`src/rtl/booth_seq_ctrl.sv`:
```
// ---------------------------------------------------------------------------
// booth_seq_ctrl
//
// Sequential radix-2 Booth multiplier with a valid/ready handshake on both
// sides. One shared W+1-bit add/sub and one arithmetic right shift happen per
// RUN cycle. There is no parallel multiplier.
//
// Ports
//   clk          rising-edge clock for all state
//   rst          synchronous, active-high reset
//   in_valid     operand pair present
//   in_ready     block accepts operands this cycle (state IDLE)
//   in_a         multiplicand, signed two's complement, W bits
//   in_b         multiplier, signed two's complement, W bits
//   out_valid    product available (state DONE)
//   out_ready    consumer takes the product this cycle
//   out_product  signed product in_a*in_b, 2W bits, held between results
//   busy         high in RUN or DONE
//
// Configuration macro
//   BOOTH_ZERO_SKIP_EN  when defined, an accepted pair with a zero operand
//                       skips the iterations and delivers 0 one cycle after
//                       the accept. When undefined, every operation runs all
//                       W iterations.
// ---------------------------------------------------------------------------
module booth_seq_ctrl #(
  parameter int W = 32
) (
  input  logic           clk,
  input  logic           rst,
  input  logic           in_valid,
  output logic           in_ready,
  input  logic [W-1:0]   in_a,
  input  logic [W-1:0]   in_b,
  output logic           out_valid,
  input  logic           out_ready,
  output logic [2*W-1:0] out_product,
  output logic           busy
);

  // Counter must be able to hold the value W itself.
  localparam int CW = $clog2(W + 1);
  localparam logic [CW-1:0] COUNT_LAST = CW'(W);
  localparam logic [CW-1:0] COUNT_ONE  = CW'(1);

  typedef enum logic [1:0] {
    ST_IDLE = 2'b00,
    ST_RUN  = 2'b01,
    ST_DONE = 2'b10
  } state_t;

  state_t           state_q, state_d;
  logic [W-1:0]     m_q, m_d;
  logic [W-1:0]     q_q, q_d;
  logic             qm1_q, qm1_d;
  logic [W:0]       a_q, a_d;
  logic [CW-1:0]    count_q, count_d;
  logic [2*W-1:0]   product_q, product_d;

  logic [W:0]       addend_s;
  logic             cin_s;
  logic [W:0]       sum_s;
  logic             zero_skip_s;

  // Booth recode of {Q[0], q_m1}: the single shared add/sub of this cycle.
  // Subtraction is the one's complement of sext(M) with a carry-in of 1; the
  // extra top bit keeps M = -2^(W-1) from overflowing.
  always_comb begin
    addend_s = {(W+1){1'b0}};
    cin_s    = 1'b0;
    case ({q_q[0], qm1_q})
      2'b01: begin
        addend_s = {m_q[W-1], m_q};
        cin_s    = 1'b0;
      end
      2'b10: begin
        addend_s = ~{m_q[W-1], m_q};
        cin_s    = 1'b1;
      end
      default: begin
        addend_s = {(W+1){1'b0}};
        cin_s    = 1'b0;
      end
    endcase
    sum_s = a_q + addend_s + {{W{1'b0}}, cin_s};
  end

  // Zero-operand detection for the optional shortcut.
`ifdef BOOTH_ZERO_SKIP_EN
  always_comb begin
    zero_skip_s = (in_a == {W{1'b0}}) || (in_b == {W{1'b0}});
  end
`else
  always_comb begin
    zero_skip_s = 1'b0;
  end
`endif

  // Next-state and datapath update; every register holds unless changed.
  always_comb begin
    state_d   = state_q;
    m_d       = m_q;
    q_d       = q_q;
    qm1_d     = qm1_q;
    a_d       = a_q;
    count_d   = count_q;
    product_d = product_q;
    case (state_q)
      ST_IDLE: begin
        if (in_valid) begin
          state_d = ST_RUN;
          m_d     = in_a;
          q_d     = in_b;
          qm1_d   = 1'b0;
          a_d     = {(W+1){1'b0}};
          if (zero_skip_s) begin
            // Zero shortcut: Q and A are cleared and the counter is preset to
            // its final value, so the next edge moves to DONE with a product
            // of 0, one cycle after the accept.
            q_d     = {W{1'b0}};
            count_d = COUNT_LAST;
          end else begin
            count_d = {CW{1'b0}};
          end
        end else begin
          state_d = ST_IDLE;
        end
      end
      ST_RUN: begin
        if (count_q == COUNT_LAST) begin
          // All W iterations are done; capture the low 2W bits of {A,Q}.
          state_d   = ST_DONE;
          product_d = {a_q[W-1:0], q_q};
        end else begin
          // Arithmetic right shift of {A,Q,q_m1} after the add/sub.
          a_d     = {sum_s[W], sum_s[W:1]};
          q_d     = {sum_s[0], q_q[W-1:1]};
          qm1_d   = q_q[0];
          count_d = count_q + COUNT_ONE;
        end
      end
      ST_DONE: begin
        if (out_ready) begin
          state_d = ST_IDLE;
        end else begin
          state_d = ST_DONE;
        end
      end
      default: begin
        state_d = ST_IDLE;
      end
    endcase
  end

  // State and datapath registers; rst wins over every handshake.
  always_ff @(posedge clk) begin
    if (rst) begin
      state_q   <= ST_IDLE;
      m_q       <= {W{1'b0}};
      q_q       <= {W{1'b0}};
      qm1_q     <= 1'b0;
      a_q       <= {(W+1){1'b0}};
      count_q   <= {CW{1'b0}};
      product_q <= {(2*W){1'b0}};
    end else begin
      state_q   <= state_d;
      m_q       <= m_d;
      q_q       <= q_d;
      qm1_q     <= qm1_d;
      a_q       <= a_d;
      count_q   <= count_d;
      product_q <= product_d;
    end
  end

  assign in_ready    = (state_q == ST_IDLE);
  assign out_valid   = (state_q == ST_DONE);
  assign busy        = (state_q == ST_RUN) || (state_q == ST_DONE);
  assign out_product = product_q;

endmodule

```
`config.mk`:
```
export PLATFORM = sky130hd
export DESIGN_NAME = booth_seq_ctrl
export DESIGN_NICKNAME = d
export VERILOG_FILES = /design/src/rtl/booth_seq_ctrl.sv
export SDC_FILE = /design/constraint.sdc
export NUM_CORES = 1
export LEC_CHECK = 0
export ABC_CLOCK_PERIOD_IN_PS = 4650
export BUFFER_PORTS_ARGS = -buffer_cell sky130_fd_sc_hd__buf_4
export CORE_ASPECT_RATIO = 0.9
export CORE_MARGIN = 2
export CORE_UTILIZATION = 50
export DETAILED_ROUTE_END_ITERATION = 8
export GPL_TIMING_DRIVEN = 0
export MAX_ROUTING_LAYER = met4
export PLACE_DENSITY = 0.79
export SLEW_MARGIN = 0
export SYNTH_ARGS = -nofsm -noshare
export SYNTH_HDL_FRONTEND = slang
export SYNTH_SLANG_ARGS = --single-unit
export TNS_END_PERCENT = 50
```
`constraint.sdc`:
```
create_clock -name clk -period 4.65 [get_ports clk]
set_input_delay 0.6975 -clock clk [delete_from_list [all_inputs] [get_ports clk]]
set_output_delay 0.6975 -clock clk [all_outputs]
set_load 0.03 [all_outputs]
```
==> results by group <==
Status
  • Status: finished, final reports clean

Global routing
  • First-pass GRT wire length: 36400 um
  • Vias in the first global route: 7361
  • Antenna violations before repair: 0
  • Total overflow reported by the global router: 0
  • Total GRT Usage: 25.8%
  • Pin count of the biggest net entering global routing: 17

Finish
  • Final net count: 1346
  • Final core occ: 63.3%
  • Area Overhead vs Synth: 22.7%
  • Share of layout cells above drive strength 1: 16.1%
  • Antenna cell count: 0
  • Fill cell count: 1462
  • Post-Layout Inst Area: 10300 um^2

Logic synthesis
  • Number of flops mapped to enable cells by yosys: 0
  • FFs w/ async S/R, synth: 0%
  • Sequential share of the synthesized area: 40.3%
  • Syn nets: 1194
  • Synth area leader: dfxtp_1
  • Main synth FF type: dfxtp_1
  • Synth unique cells: 61
  • Most area-consuming cells after synthesis: dfxtp_1 (40%), nand2_1 (12%), a21oi_1 (7.9%)
  • Cells after synthesis: 1087
  • Mapped cell area: 8400 um^2
  • Synth top cells by count: nand2_1 (273), dfxtp_1 (169), a21oi_1 (133)
  • Ys Warns: 0
  • Top-count cell post-synth: nand2_1
  • Yosys reg bits: 169
  • Top-area cell type share of the netlist area: 40.3%
  • Average instance area after synthesis: 7.73 um^2

Critical path
  • R2R cell count: 13
  • Critical path class: flop to flop
  • Crit path required time: 4.96 ns
  • Setup crit end kind: flop
  • RR Endpoint: a_q[23]$_SDFFE_PP0P_
  • Critical Path Stages: 13
  • CP top delay family: compound AO/OA/AOI/OAI gates
  • Critical path launch point type: flop
  • CP max stage delay: 0.45 ns
  • CP Max Fanout: 10
  • Setup crit end: a_q[23]$_SDFFE_PP0P_
  • Critical path launch point: q_q[0]$_SDFFE_PP0P_
  • CP Cell Sequence: nor2b_1 > clkbuf_1 > clkbuf_1 > a21oi_1 > fa_1 > fa_1 > nor2b_1 > o211ai_2 > a21oi_4 > o21ai_2 > a211oi_2 > o21ai_0 > a32o_1
  • Slowest CP cell: clkbuf_1
  • Worst r2r src: q_q[0]$_SDFFE_PP0P_
  • R2R setup slack: 0.74 ns
  • Crit path buffers/inverters: 2
  • CP Data Arrival Time: 4.22 ns

Floorplanning
  • Die Wd: 141 um
  • Core area: 16300 um^2
  • Full die area: 17900 um^2
  • Die Y-Extent: 127 um
  • Initial core utilization: 51.6%
  • Boundary Pins: 135
  • Core Rows: 44

Timing
  • Slew Viols, Final: 0
  • RSZ-0062 raised after global routing: no
  • Min Tclk post-route: 3.91 ns
  • Final worst slack: 0.741 ns
  • Final setup TNS: 0 ns
  • Max-Slew Margin vs Limit: 33.7%
  • FMAX: 256 MHz
  • Worst slew pin tran: 0.989 ns
  • Hold Vio Cnt, Final: 0
  • Fin crit share: 84.1%
  • Finish-stage setup viols: 0
  • Skew final: 0.00672 ns

Hold path
  • Hold WC Path Type: flop to flop

Clocking
  • Root Buffer: clkbuf_16
  • Num CTS Buffers: 17
  • Max Buffers Root-to-Sink: 2
  • Post-CTS Resized: 0
  • Worst-Skew Late Latency: 0.43 ns
  • Clk pin slew, worst setup/hold paths: 0.07 ns
  • Post-CTS setup buffers: 0
  • Htree depth: 4
  • Num Clock Sinks: 169
  • Hold-fix buffers at CTS: 0
  • CTS tree: built

Route
  • Routed wire length: 22400 um
  • # DRC: 0
  • Routed WL per cell: 15.4 um
  • Via count: 8150
  • DRT antenna net count: 0
  • 1st-iter DRT viols: 639
  • Number of vias per cell: 5.59
  • First drt pass iteration count: 6

Power and ir drop
  • P_sw: 0.973 mW
  • Clk pwr share: 43.4%
  • Leakage power: 4.15 nW
  • Part of the power in registers: 43.3%
  • Sw Ratio: 27.1%
  • Peak VDD IR: 0.000273 V
  • Pwr Total: 3.59 mW
  • Logic gate share of total power: 13.4%
  • P_int: 2.61 mW
  • PwrDens: 348 nW/um^2

Place
  • Placer Congestion: 0.940
  • Pre-CTS WS: 0.801 ns
  • Area after DPL: 9660 um^2
  • Port Buffers: 133
  • Detail Placement HPWL: 16600 um

Flow run
  • Maxcap violations: 0
power by group through the flow:
stage	combinational, mW	clock, mW	sequential [mW]
6_report	0.479	1.56	1.55
5_1_grt	0.534	1.64	1.56
2_1_floorplan	0.326	0	1.57
4_1_cts	0.475	1.58	1.55
3_3_place_gp	0.462	0	1.58
3_5_place_dp	0.470	0	1.58
per-stage QoR:
stage | hold WS [ns] | std cells
2_1_floorplan | 0.443 | 1087
3_3_place_gp | 0.444 | 1427
3_5_place_dp | 0.448 | 1427
4_1_cts | 0.457 | 1459
5_1_grt | 0.468 | 1459
6_report | 0.453 | 1459
metal layers:
layer | vias up | GRT usage, % | share of wire, %
met1 | 3817 | 35.5 | 48
li1 | 4082 | - | -
met5 | - | - | 0
met2 | 233 | 39.8 | 45
met4 | 0 | 5.76 | 1.0
met3 | 18 | 4.95 | 5.8
worst min-delay path by stage:
stage / endpoint / slack [ns] / from / depth (start not counted)
2_1_floorplan: a_q[19]$_SDFFE_PP0P_ / 0.44 / a_q[19]$_SDFFE_PP0P_ / 2
3_3_place_gp: out_product[56]$_SDFFE_PP0P_ / 0.44 / out_product[56]$_SDFFE_PP0P_ / 2
3_5_place_dp: out_product[33]$_SDFFE_PP0P_ / 0.45 / out_product[33]$_SDFFE_PP0P_ / 2
4_1_cts: out_product[33]$_SDFFE_PP0P_ / 0.46 / out_product[33]$_SDFFE_PP0P_ / 2
5_1_grt: out_product[28]$_SDFFE_PP0P_ / 0.47 / out_product[28]$_SDFFE_PP0P_ / 2
6_report: out_product[28]$_SDFFE_PP0P_ / 0.45 / out_product[28]$_SDFFE_PP0P_ / 2
worst reg2reg max path, cell delays in order (launching register included):
cell and delay, ns:
dfxtp_1 0.39, nor2b_1 0.14, clkbuf_1 0.34, clkbuf_1 0.46
a21oi_1 0.17, fa_1 0.43, fa_1 0.39, nor2b_1 0.23
o211ai_2 0.15, a21oi_4 0.27, o21ai_2 0.10, a211oi_2 0.32
o21ai_0 0.13, a32o_1 0.29
placed cells by master (no fill, tap or decap), types with 17 or more instances in the layout:
master / instances
a21oi_1: 133
a221oi_1: 33
and3_1: 34
buf_4: 135
clkbuf_1: 64
clkbuf_16: 17
dfxtp_1: 169
ha_1: 37
inv_1: 19
nand2_1: 273
nand4_1: 21
nor2_1: 69
o21ai_0: 49
o21ai_1: 17
xnor2_1: 17
cells by family after synthesis:
| logic type | share of synthesized area (%) |
|---|---|
| and+or+nand+nor | 22.8 |
| AOI/OAI and AO/OA | 22.9 |
| DFF | 40.3 |
| buffers and inverters | 4.88 |
| adders and majority gates | 5.99 |
| xor gates and xnor gates | 2.71 |
| muxes | 0.476 |
final cells by class:
class                           count  area, um^2  share of cell area (%)
Sequential cell                   169        3380                    32.8
Inverter                           19        71.3                   0.692
Buffer                             85         339                    3.29
Timing Repair Buffer              133         998                    9.69
Clock buffer                       18         439                    4.26
Tap cell                          207         259                    2.51
Multi-Input combinational cell    814        4610                    44.7
Clock inverter                     14         208                    2.02
sequential cells by signal, summed over array words and instances (netlist names):
signal       flops
out_product     64
a_q             32
m_q             32
q_q             32
count_q          6
state_q          2
qm1_q            1
(Power assumes the default switching activity.)
